File: src/rtl/pll_reset_sequencer.sv
// PLL lock qualifier and ordered reset release with 48/12 MHz enable strobes on the 96 MHz clock.
// Optional saturating lock-loss counter enabled by defining PLL_RESET_SEQUENCER_LOSS_COUNT_EN.
module pll_reset_sequencer #(
  parameter int SETTLE_CYCLES    = 9600,
  parameter int USB_DELAY_CYCLES = 96
) (
  input  logic       clk,
  input  logic       reset,
  input  logic       pll_locked,
  output logic       sys_reset,
  output logic       usb_reset,
  output logic       stb_48mhz,
  output logic       stb_12mhz,
  output logic       lock_lost,
  output logic [7:0] lock_loss_count
);

  typedef enum logic [1:0] {
    WAIT_LOCK = 2'd0,
    SETTLE    = 2'd1,
    SYS_UP    = 2'd2,
    RUN       = 2'd3
  } state_t;

  localparam logic [15:0] SETTLE_LAST = 16'(SETTLE_CYCLES - 1);
  localparam logic [15:0] USB_LAST    = 16'(USB_DELAY_CYCLES - 1);

  state_t      state_q, state_d;
  logic        lock_meta_q, lock_s_q;
  logic [15:0] cnt_q, cnt_d;
  logic [2:0]  div_q, div_d;
  logic        sys_reset_q, sys_reset_d;
  logic        usb_reset_q, usb_reset_d;
  logic        stb_48_q, stb_48_d;
  logic        stb_12_q, stb_12_d;
  logic        lock_lost_q, lock_lost_d;
  logic        loss_event;

  always_comb begin
    state_d    = state_q;
    cnt_d      = cnt_q;
    loss_event = 1'b0;
    case (state_q)
      WAIT_LOCK: begin
        cnt_d = 16'd0;
        if (lock_s_q) state_d = SETTLE;
      end
      SETTLE: begin
        if (!lock_s_q) begin
          state_d = WAIT_LOCK;
          cnt_d   = 16'd0;
        end else if (cnt_q == SETTLE_LAST) begin
          state_d = SYS_UP;
          cnt_d   = 16'd0;
        end else begin
          cnt_d = cnt_q + 16'd1;
        end
      end
      SYS_UP: begin
        if (!lock_s_q) begin
          state_d    = WAIT_LOCK;
          cnt_d      = 16'd0;
          loss_event = 1'b1;
        end else if (cnt_q == USB_LAST) begin
          state_d = RUN;
          cnt_d   = 16'd0;
        end else begin
          cnt_d = cnt_q + 16'd1;
        end
      end
      RUN: begin
        if (!lock_s_q) begin
          state_d    = WAIT_LOCK;
          cnt_d      = 16'd0;
          loss_event = 1'b1;
        end
      end
      default: begin
        state_d = WAIT_LOCK;
        cnt_d   = 16'd0;
      end
    endcase

    // Divider restarts at 0 on RUN entry so the first RUN cycle carries no strobe.
    div_d       = (state_q == RUN && state_d == RUN) ? div_q + 3'd1 : 3'd0;
    sys_reset_d = (state_d == WAIT_LOCK) || (state_d == SETTLE);
    usb_reset_d = (state_d != RUN);
    stb_48_d    = (state_d == RUN) && div_d[0];
    stb_12_d    = (state_d == RUN) && (div_d == 3'd7);
    lock_lost_d = lock_lost_q | loss_event;
  end

  always_ff @(posedge clk) begin
    if (reset) begin
      state_q     <= WAIT_LOCK;
      lock_meta_q <= 1'b0;
      lock_s_q    <= 1'b0;
      cnt_q       <= 16'd0;
      div_q       <= 3'd0;
      sys_reset_q <= 1'b1;
      usb_reset_q <= 1'b1;
      stb_48_q    <= 1'b0;
      stb_12_q    <= 1'b0;
      lock_lost_q <= 1'b0;
    end else begin
      state_q     <= state_d;
      lock_meta_q <= pll_locked;
      lock_s_q    <= lock_meta_q;
      cnt_q       <= cnt_d;
      div_q       <= div_d;
      sys_reset_q <= sys_reset_d;
      usb_reset_q <= usb_reset_d;
      stb_48_q    <= stb_48_d;
      stb_12_q    <= stb_12_d;
      lock_lost_q <= lock_lost_d;
    end
  end

`ifdef PLL_RESET_SEQUENCER_LOSS_COUNT_EN
  logic [7:0] loss_cnt_q, loss_cnt_d;

  always_comb begin
    loss_cnt_d = loss_cnt_q;
    if (loss_event && loss_cnt_q != 8'hFF) loss_cnt_d = loss_cnt_q + 8'd1;
  end

  always_ff @(posedge clk) begin
    if (reset) loss_cnt_q <= 8'd0;
    else       loss_cnt_q <= loss_cnt_d;
  end

  assign lock_loss_count = loss_cnt_q;
`else
  assign lock_loss_count = 8'd0;
`endif

  assign sys_reset = sys_reset_q;
  assign usb_reset = usb_reset_q;
  assign stb_48mhz = stb_48_q;
  assign stb_12mhz = stb_12_q;
  assign lock_lost = lock_lost_q;

endmodule

File: config.mk
export PLATFORM = sky130hd
export DESIGN_NAME = pll_reset_sequencer
export DESIGN_NICKNAME = d
export VERILOG_FILES = /design/src/rtl/pll_reset_sequencer.sv
export SDC_FILE = /design/constraint.sdc
export NUM_CORES = 1
export LEC_CHECK = 0
export ABC_AREA = 1
export CORE_ASPECT_RATIO = 0.7
export CORE_MARGIN = 3
export CORE_UTILIZATION = 35
export DETAILED_ROUTE_END_ITERATION = 10
export HOLD_SLACK_MARGIN = 0.08
export RECOVER_POWER = 25
export REMOVE_ABC_BUFFERS = 1
export SLEW_MARGIN = 10
export SYNTH_ARGS = -nofsm -noshare
export SYNTH_HDL_FRONTEND = slang
export SYNTH_SLANG_ARGS = --single-unit
export TNS_END_PERCENT = 50
File: constraint.sdc
create_clock -name clk -period 5.5 [get_ports clk]
set_clock_uncertainty 0.15 [all_clocks]
set_input_delay 1.1 -clock clk [delete_from_list [all_inputs] [get_ports clk]]
set_output_delay 1.1 -clock clk [all_outputs]
set_load 0.02 [all_outputs]
==> run summary, run 1 <==
total grt overflow - 0
full die area - 5630 um^2
number of global-route vias before repair - 1271
CP Class - primary input to register
dpl cell area - 1740 um^2
Worst Hold Endpoint - lock_s_q
Die Ht - 63.7 um
setup_tns - 0 ps
Commonest cells post-synth - nand2_1, inv_1, dfxtp_1, nor2_1
cell area after layout - 1770 um^2
NumNets Final - 266
WHS Path Cells - 2
layout cell share with drive strength beyond 1 - 5.88%
drt wl/cell - 11.5 um
final hold vios - 0
synth top area cells - dfxtp_1, nand2_1, inv_1, nor2_1, a21oi_1
ANT nets after route - 0
number of synthesized flops with an enable pin - 0
Hold Slack - 258 ps
Hold Buf Count CTS - 0
Synth top area share - 33.7%
CTS tree - yes
ANT cells - 0
fillers - 483
cell total after placement - 307
Root Driver - clkbuf_8
pin count of the biggest net entering global routing - 18
initial antenna violation count - 0
post-layout min period - 2590 ps
1st-iter DRT viols - 112
Syn Inst Count - 251
Worst-Skew Late Latency - 280 ps
Power per Cell Area - 252 nW/um^2
area delta synth->final - 6.24%
DR vias/cell - 4.72
Top FF cell, synth - dfxtp_1
WL met2 - 1.34 mm
vias - 1462
class of the worst hold path - register to register
Max stage delay cell, worst path - dlygate4sd3_1
relative slew slack - 38.6%
Tcrit/Tclk final - 47.0%
reg2reg start - cnt_q[0]
top-count cell post-synth - nand2_1
core area - 4450 um^2
Crit. path cell count - 4
Port Buf Inserts - 7
metal3 WL - 217 um
I/O pins - 16
Starting Density - 37.4%
wire length on met1 - 2.01 mm
Rows - 20
TritonRoute pass-1 iters - 4
unique cell type count in the Yosys netlist - 27
unrepaired setup endpoints after global routing - false
post-cts sizing count - 0
critical path's largest stage delay - 980 ps
Routability Congestion - 0.809
Yosys reg bits - 28
hold_sp - lock_meta_q
worst r2r dst - cnt_q[4]
Final Util - 39.7%
hpwl dp - 2.67 mm
FF-to-FF setup slack - 2960 ps
async set-or-reset flop fraction in the synthesized netlist - 0%
Leak - 0.768 nW
worst reg2reg path depth - 12
Seq. cell area - 561 um^2
worst path cell trace - dlygate4sd3_1 -> inv_1 -> nand3_1 -> nor3_1
DIE WIDTH - 88.4 um
clock tree sinks - 28
cell taking the most area after synthesis - dfxtp_1
clock transition at the registers of the reported paths - 90 ps
crit end category - register
status - complete, no violations
FMAX - 0.387 GHz
first-pass GRT wire length - 6.07 mm
setup repair bufs after CTS - 0
sequential share of the synthesized area - 33.7%
DR top layer - met4
DRT Wirelength - 3.57 mm
final cell count without fillers - 310
Total GRT Usage - 13.7%
post-synthesis cell area - 1660 um^2
CP Launch Type - primary input
DRC Markers - 0
YS warnings - 0
CTS buffer count - 3
CP required - 5520 ps
Slew @ Worst Pin - 918 ps
crit-path max FO - 17
sum of buffers and inverters on the critical path - 2
final setup vio count - 0
CTS Buffer Depth - 2
fin. max-slew vios - 0
Post-Syn Area per Cell - 6.63 um^2
critical path arrival - 2610 ps
worst vdd ir - 0.0000994 V
Multi-input gate area - 896 um^2
delay-heaviest family, CP - buffers and inverters
htree depth - 1
Max Cap Viol - 0
-- worst min-delay path, delay by kind of cell (launching register included) --
family | cells | cell delay [ps]
flops | 1 | 310
simple gates | 1 | 30
buf+inv | 1 | 40
-- layer usage --
metal | track usage (%) | vias up
met5 | 0 | -
met4 | 2.26 | 0
met3 | 3.27 | 2
met2 | 17.2 | 42
met1 | 22.8 | 638
li1 | - | 780
-- state kept, by name, indices dropped and copies added (netlist names) --
name,count
cnt_q,16
div_q,3
lock_lost,1
lock_meta_q,1
lock_s_q,1
state_q,2
stb_12mhz,1
stb_48mhz,1
sys_reset,1
usb_reset,1
-- cell families after synthesis --
logic type	share of synthesized area [%]
AOI/OAI and AO/OA	7.89
xor gates and xnor gates	3.16
adders and majority gates	4.51
buffers and inverters	13.2
DFF	33.7
other	0.225
and+or+nand+nor	37.4
-- cells in the final DEF (no fill, tap or decap) --
cell	count
nor2_2	4
clkbuf_8	3
nand2_1	64
inv_1	34
nor2_4	1
o21ai_0	7
a41oi_1	1
xor2_1	5
nor3_1	9
clkdlybuf4s50_1	6
or2_2	2
xnor2_1	1
o21ai_1	1
dlygate4sd3_1	1
ha_1	6
nand3_2	3
dfxtp_1	28
conb_1	8
inv_2	1
a21oi_1	15
and3_1	1
nand2_2	1
nand4_1	6
nor2_1	30
o21a_1	1
nand3_1	16
-- cell type report --
class / count / area share (%)
repair buffers: 7 / 3.96
multi-input cells: 182 / 50.7
well taps: 55 / 3.89
clock buffers: 3 / 2.34
inverters: 35 / 7.43
flip-flops and latches: 28 / 31.7
-- stage by stage --
| step | total power, W | setup slack, ps |
|---|---|---|
| finish | 0.000445 | 2910 |
| detailed placement | 0.000333 | 2700 |
| floorplan | 0.000298 | 3730 |
| CTS | 0.000448 | 2990 |
| global route | 0.000473 | 2660 |
| global placement | 0.000335 | 2710 |
-- where the power goes --
part	switching [W]	internal [W]	leakage, nW
registers	0.00000935	0.000216	0.227
logic	0.0000679	0.0000372	0.520
clock network	0.0000661	0.0000493	0.0216
-- worst max path at each step --
stage,to,startpoint,slack [ps]
after CTS,div_q[1],reset,2990
after global placement,stb_48mhz,reset,2710
after detailed placement,div_q[1],reset,2700
final,div_q[1],reset,2910
after global routing,cnt_q[7],cnt_q[0],2660
after floorplan,cnt_q[13],cnt_q[0],3730
Power figures use the tool's default switching activity.
==> run 2: changes to the inputs <==
==> constraint.sdc (replaced) <==
create_clock -name clk -period 2.3 [get_ports clk]
set_clock_uncertainty 0.15 [all_clocks]
set_input_delay 0.46 -clock clk [delete_from_list [all_inputs] [get_ports clk]]
set_output_delay 0.46 -clock clk [all_outputs]
set_load 0.02 [all_outputs]
==> run 2 against run 1 <==
  * Via count increased by 0.48%
  * Critical path type is now register to register
  * Wire length increased by 2.2%
  * Hold slack improved by 2.5 ps
  * Non-clock buffer count increased by 4
  * Clock power increased to 3.4 times the previous value
  * Core utilization increased by 1.6 points
  * Worst setup slack got worse by 2600 ps
  * Cell area increased by 4.0%
  * Highest routed layer unchanged
  * Sequential share of layout area decreased by 1.2 points
==> run summary, run 2 (same netlist as run 1, synthesis figures left out) <==
CTS buffer count - 3 (unchanged)
post-layout min period - 1940 ps
Die Ht - 63.7 um (unchanged)
worst reg2reg path depth - 11 (-1)
metal3 WL - 163 um (-25%)
I/O pins - 16 (unchanged)
Largest regs - cnt_q: 16 flops, div_q: 3 flops, state_q: 2 flops
layout cell share with drive strength beyond 1 - 8.85% (+3.0 points)
initial antenna violation count - 0 (unchanged)
fin. max-slew vios - 0 (unchanged)
worst path cell trace - ha_1 -> nand3_2 -> nor2_1 -> nand2_1 -> nand2_1 -> nand2_1 -> nand2_1 -> nand2_1 -> nand2_2 -> nand3_2 -> nor3_1
drt wl/cell - 11.6 um (+0.62%)
setup_tns - 0 ps (unchanged)
Combinational Power Share - 21.1% (-2.5 points)
vias - 1469 (+0.48%)
Switching Fraction - 29.0% (-3.2 points)
CP required - 2340 ps (-3180 ps)
setup repair bufs after CTS - 0 (unchanged)
cell area after layout - 1840 um^2 (+4.0%)
DIE WIDTH - 88.4 um (unchanged)
FMAX - 0.516 GHz
Rows - 20 (unchanged)
Hold Buf Count CTS - 0 (unchanged)
crit-path max FO - 5 (-12)
TritonRoute pass-1 iters - 4 (unchanged)
worst r2r dst - stb_12mhz
first-pass GRT wire length - 6.42 mm (+5.9%)
final hold vios - 0 (unchanged)
total grt overflow - 0 (unchanged)
WHS Path Cells - 2 (unchanged)
area delta synth->final - 10.5%
status - complete, no violations
Largest register FFs - 16 (unchanged)
worst vdd ir - 0.000215 V (+120%)
hpwl dp - 2.89 mm (+8.1%)
DRT Wirelength - 3.65 mm (+2.2%)
htree depth - 1 (unchanged)
sum of buffers and inverters on the critical path - 0 (-2)
class of the worst hold path - register to register
DRC Markers - 0 (unchanged)
CTS tree - yes
unrepaired setup endpoints after global routing - false
P_int - 0.000833 W (+180%)
critical path arrival - 1980 ps (-630 ps)
share of power burned in registers - 45.5% (-5.0 points)
clock transition at the registers of the reported paths - 90 ps (about the same)
Max stage delay cell, worst path - dfxtp_1
pin count of the biggest net entering global routing - 17 (-1)
crit end category - register
full die area - 5630 um^2 (unchanged)
Max Cap Viol - 0 (unchanged)
NumNets Final - 270 (+1.5%)
DR vias/cell - 4.66 (-1.1%)
critical path's largest stage delay - 400 ps (-580 ps)
Routability Congestion - 0.872 (+7.9%)
largest reg by FF count - cnt_q
1st-iter DRT viols - 90 (-20%)
Clock power frac - 33.3% (+7.4 points)
setup ws final - 362 ps (-2550 ps)
Total GRT Usage - 14.4% (+0.79 points)
post-cts sizing count - 0 (unchanged)
ANT cells - 0 (unchanged)
Psw - 0.000340 W (+140%)
Port Buf Inserts - 7 (unchanged)
most frequent cells in the layout - nand2_1, inv_1, nor2_1, dfxtp_1
delay-heaviest family, CP - simple AND/OR/NAND/NOR gates
DR top layer - met4
CTS Buffer Depth - 2 (unchanged)
CP most frequent cell - nand2_1
reg2reg start - cnt_q[0]
Tcrit/Tclk final - 84.3%
Root Driver - clkbuf_8
CP Launch Type - register
relative slew slack - 65.4% (+27 points)
ANT nets after route - 0 (unchanged)
Placement Setup Slack - 358 ps (-2340 ps)
Worst Hold Endpoint - lock_s_q
FF-to-FF setup slack - 360 ps (-2600 ps)
Worst-Skew Late Latency - 280 ps (about the same)
Starting Density - 37.4% (unchanged)
Power per Cell Area - 638 nW/um^2 (+150%)
Slew @ Worst Pin - 520 ps (-398 ps)
commonest non-fill, non-tap cell in the layout - nand2_1
clock tree sinks - 28 (unchanged)
wire length on met1 - 2.04 mm (+1.4%)
WL met2 - 1.44 mm (+8.0%)
Leak - 0.804 nW (+4.8%)
CP Class - register to register
hold_sp - lock_meta_q
final setup vio count - 0 (unchanged)
core area - 4450 um^2 (unchanged)
dpl cell area - 1770 um^2 (+1.7%)
number of global-route vias before repair - 1352 (+6.4%)
-- run 2: cell types whose count changed in the layout (fill, tap and decap cells not counted), sizes merged --
cell	change
buf	+3
bufinv	+1
clkbuf	+1
clkdlybuf4s50	-5
dlygate4sd3	+5
-- run 2: worst register-to-register path, cell delays in order, from the launching register on --
cell,delay (ps)
dfxtp_1,400
ha_1,220
nand3_2,140
nor2_1,190
nand2_1,100
nand2_1,60
nand2_1,50
nand2_1,60
nand2_1,60
nand2_2,80
nand3_2,120
nor3_1,240
-- run 2: metal layers --
metal / GRT usage [%] / up-vias
li1: - / 793
met1: 23.0 / 645
met2: 19.5 / 29
met3: 3.79 / 2
met4: 1.89 / 0
met5: 0 / -
-- run 2: metrics by stage --
step                      hold slack, ps  total power (W)  cells  util, %
final                                260          0.00117    315     41.3
after global routing                 292          0.00124    315     41.3
after CTS                            265          0.00120    315     41.4
after detailed placement             250         0.000799    311     39.8
after global placement               244         0.000802    311     39.8
after floorplan                      238         0.000713    245        -
-- run 2: power groups by stage --
stage               clock network [W]  registers [W]  logic [W]
detailed placement                  0       0.000547   0.000252
finish                       0.000391       0.000535   0.000248
global route                 0.000424       0.000540   0.000280
global placement                    0       0.000547   0.000255
floorplan                           0       0.000567   0.000147
CTS                          0.000407       0.000536   0.000254
-- run 2: final cells by class --
class | count | area, um^2
fill | 472 | 2620
multi-input combinational | 182 | 911
sequential | 28 | 561
inverter | 35 | 131
timing repair buffer | 11 | 96.3
tap | 55 | 68.8
clock buffer | 3 | 41.3
clock inverter | 1 | 30.0
-- run 2: worst max path at each step --
| stage | from | to | slack, ps | depth (start not counted) |
|---|---|---|---|---|
| 2_1_floorplan | cnt_q[0] | cnt_q[13] | 530 | 14 |
| 3_3_place_gp | cnt_q[0] | stb_12mhz | 400 | 11 |
| 3_5_place_dp | cnt_q[0] | cnt_q[13] | 360 | 15 |
| 4_1_cts | cnt_q[0] | cnt_q[13] | 340 | 15 |
| 5_1_grt | cnt_q[0] | stb_12mhz | 60 | 11 |
| 6_report | cnt_q[0] | stb_12mhz | 360 | 11 |
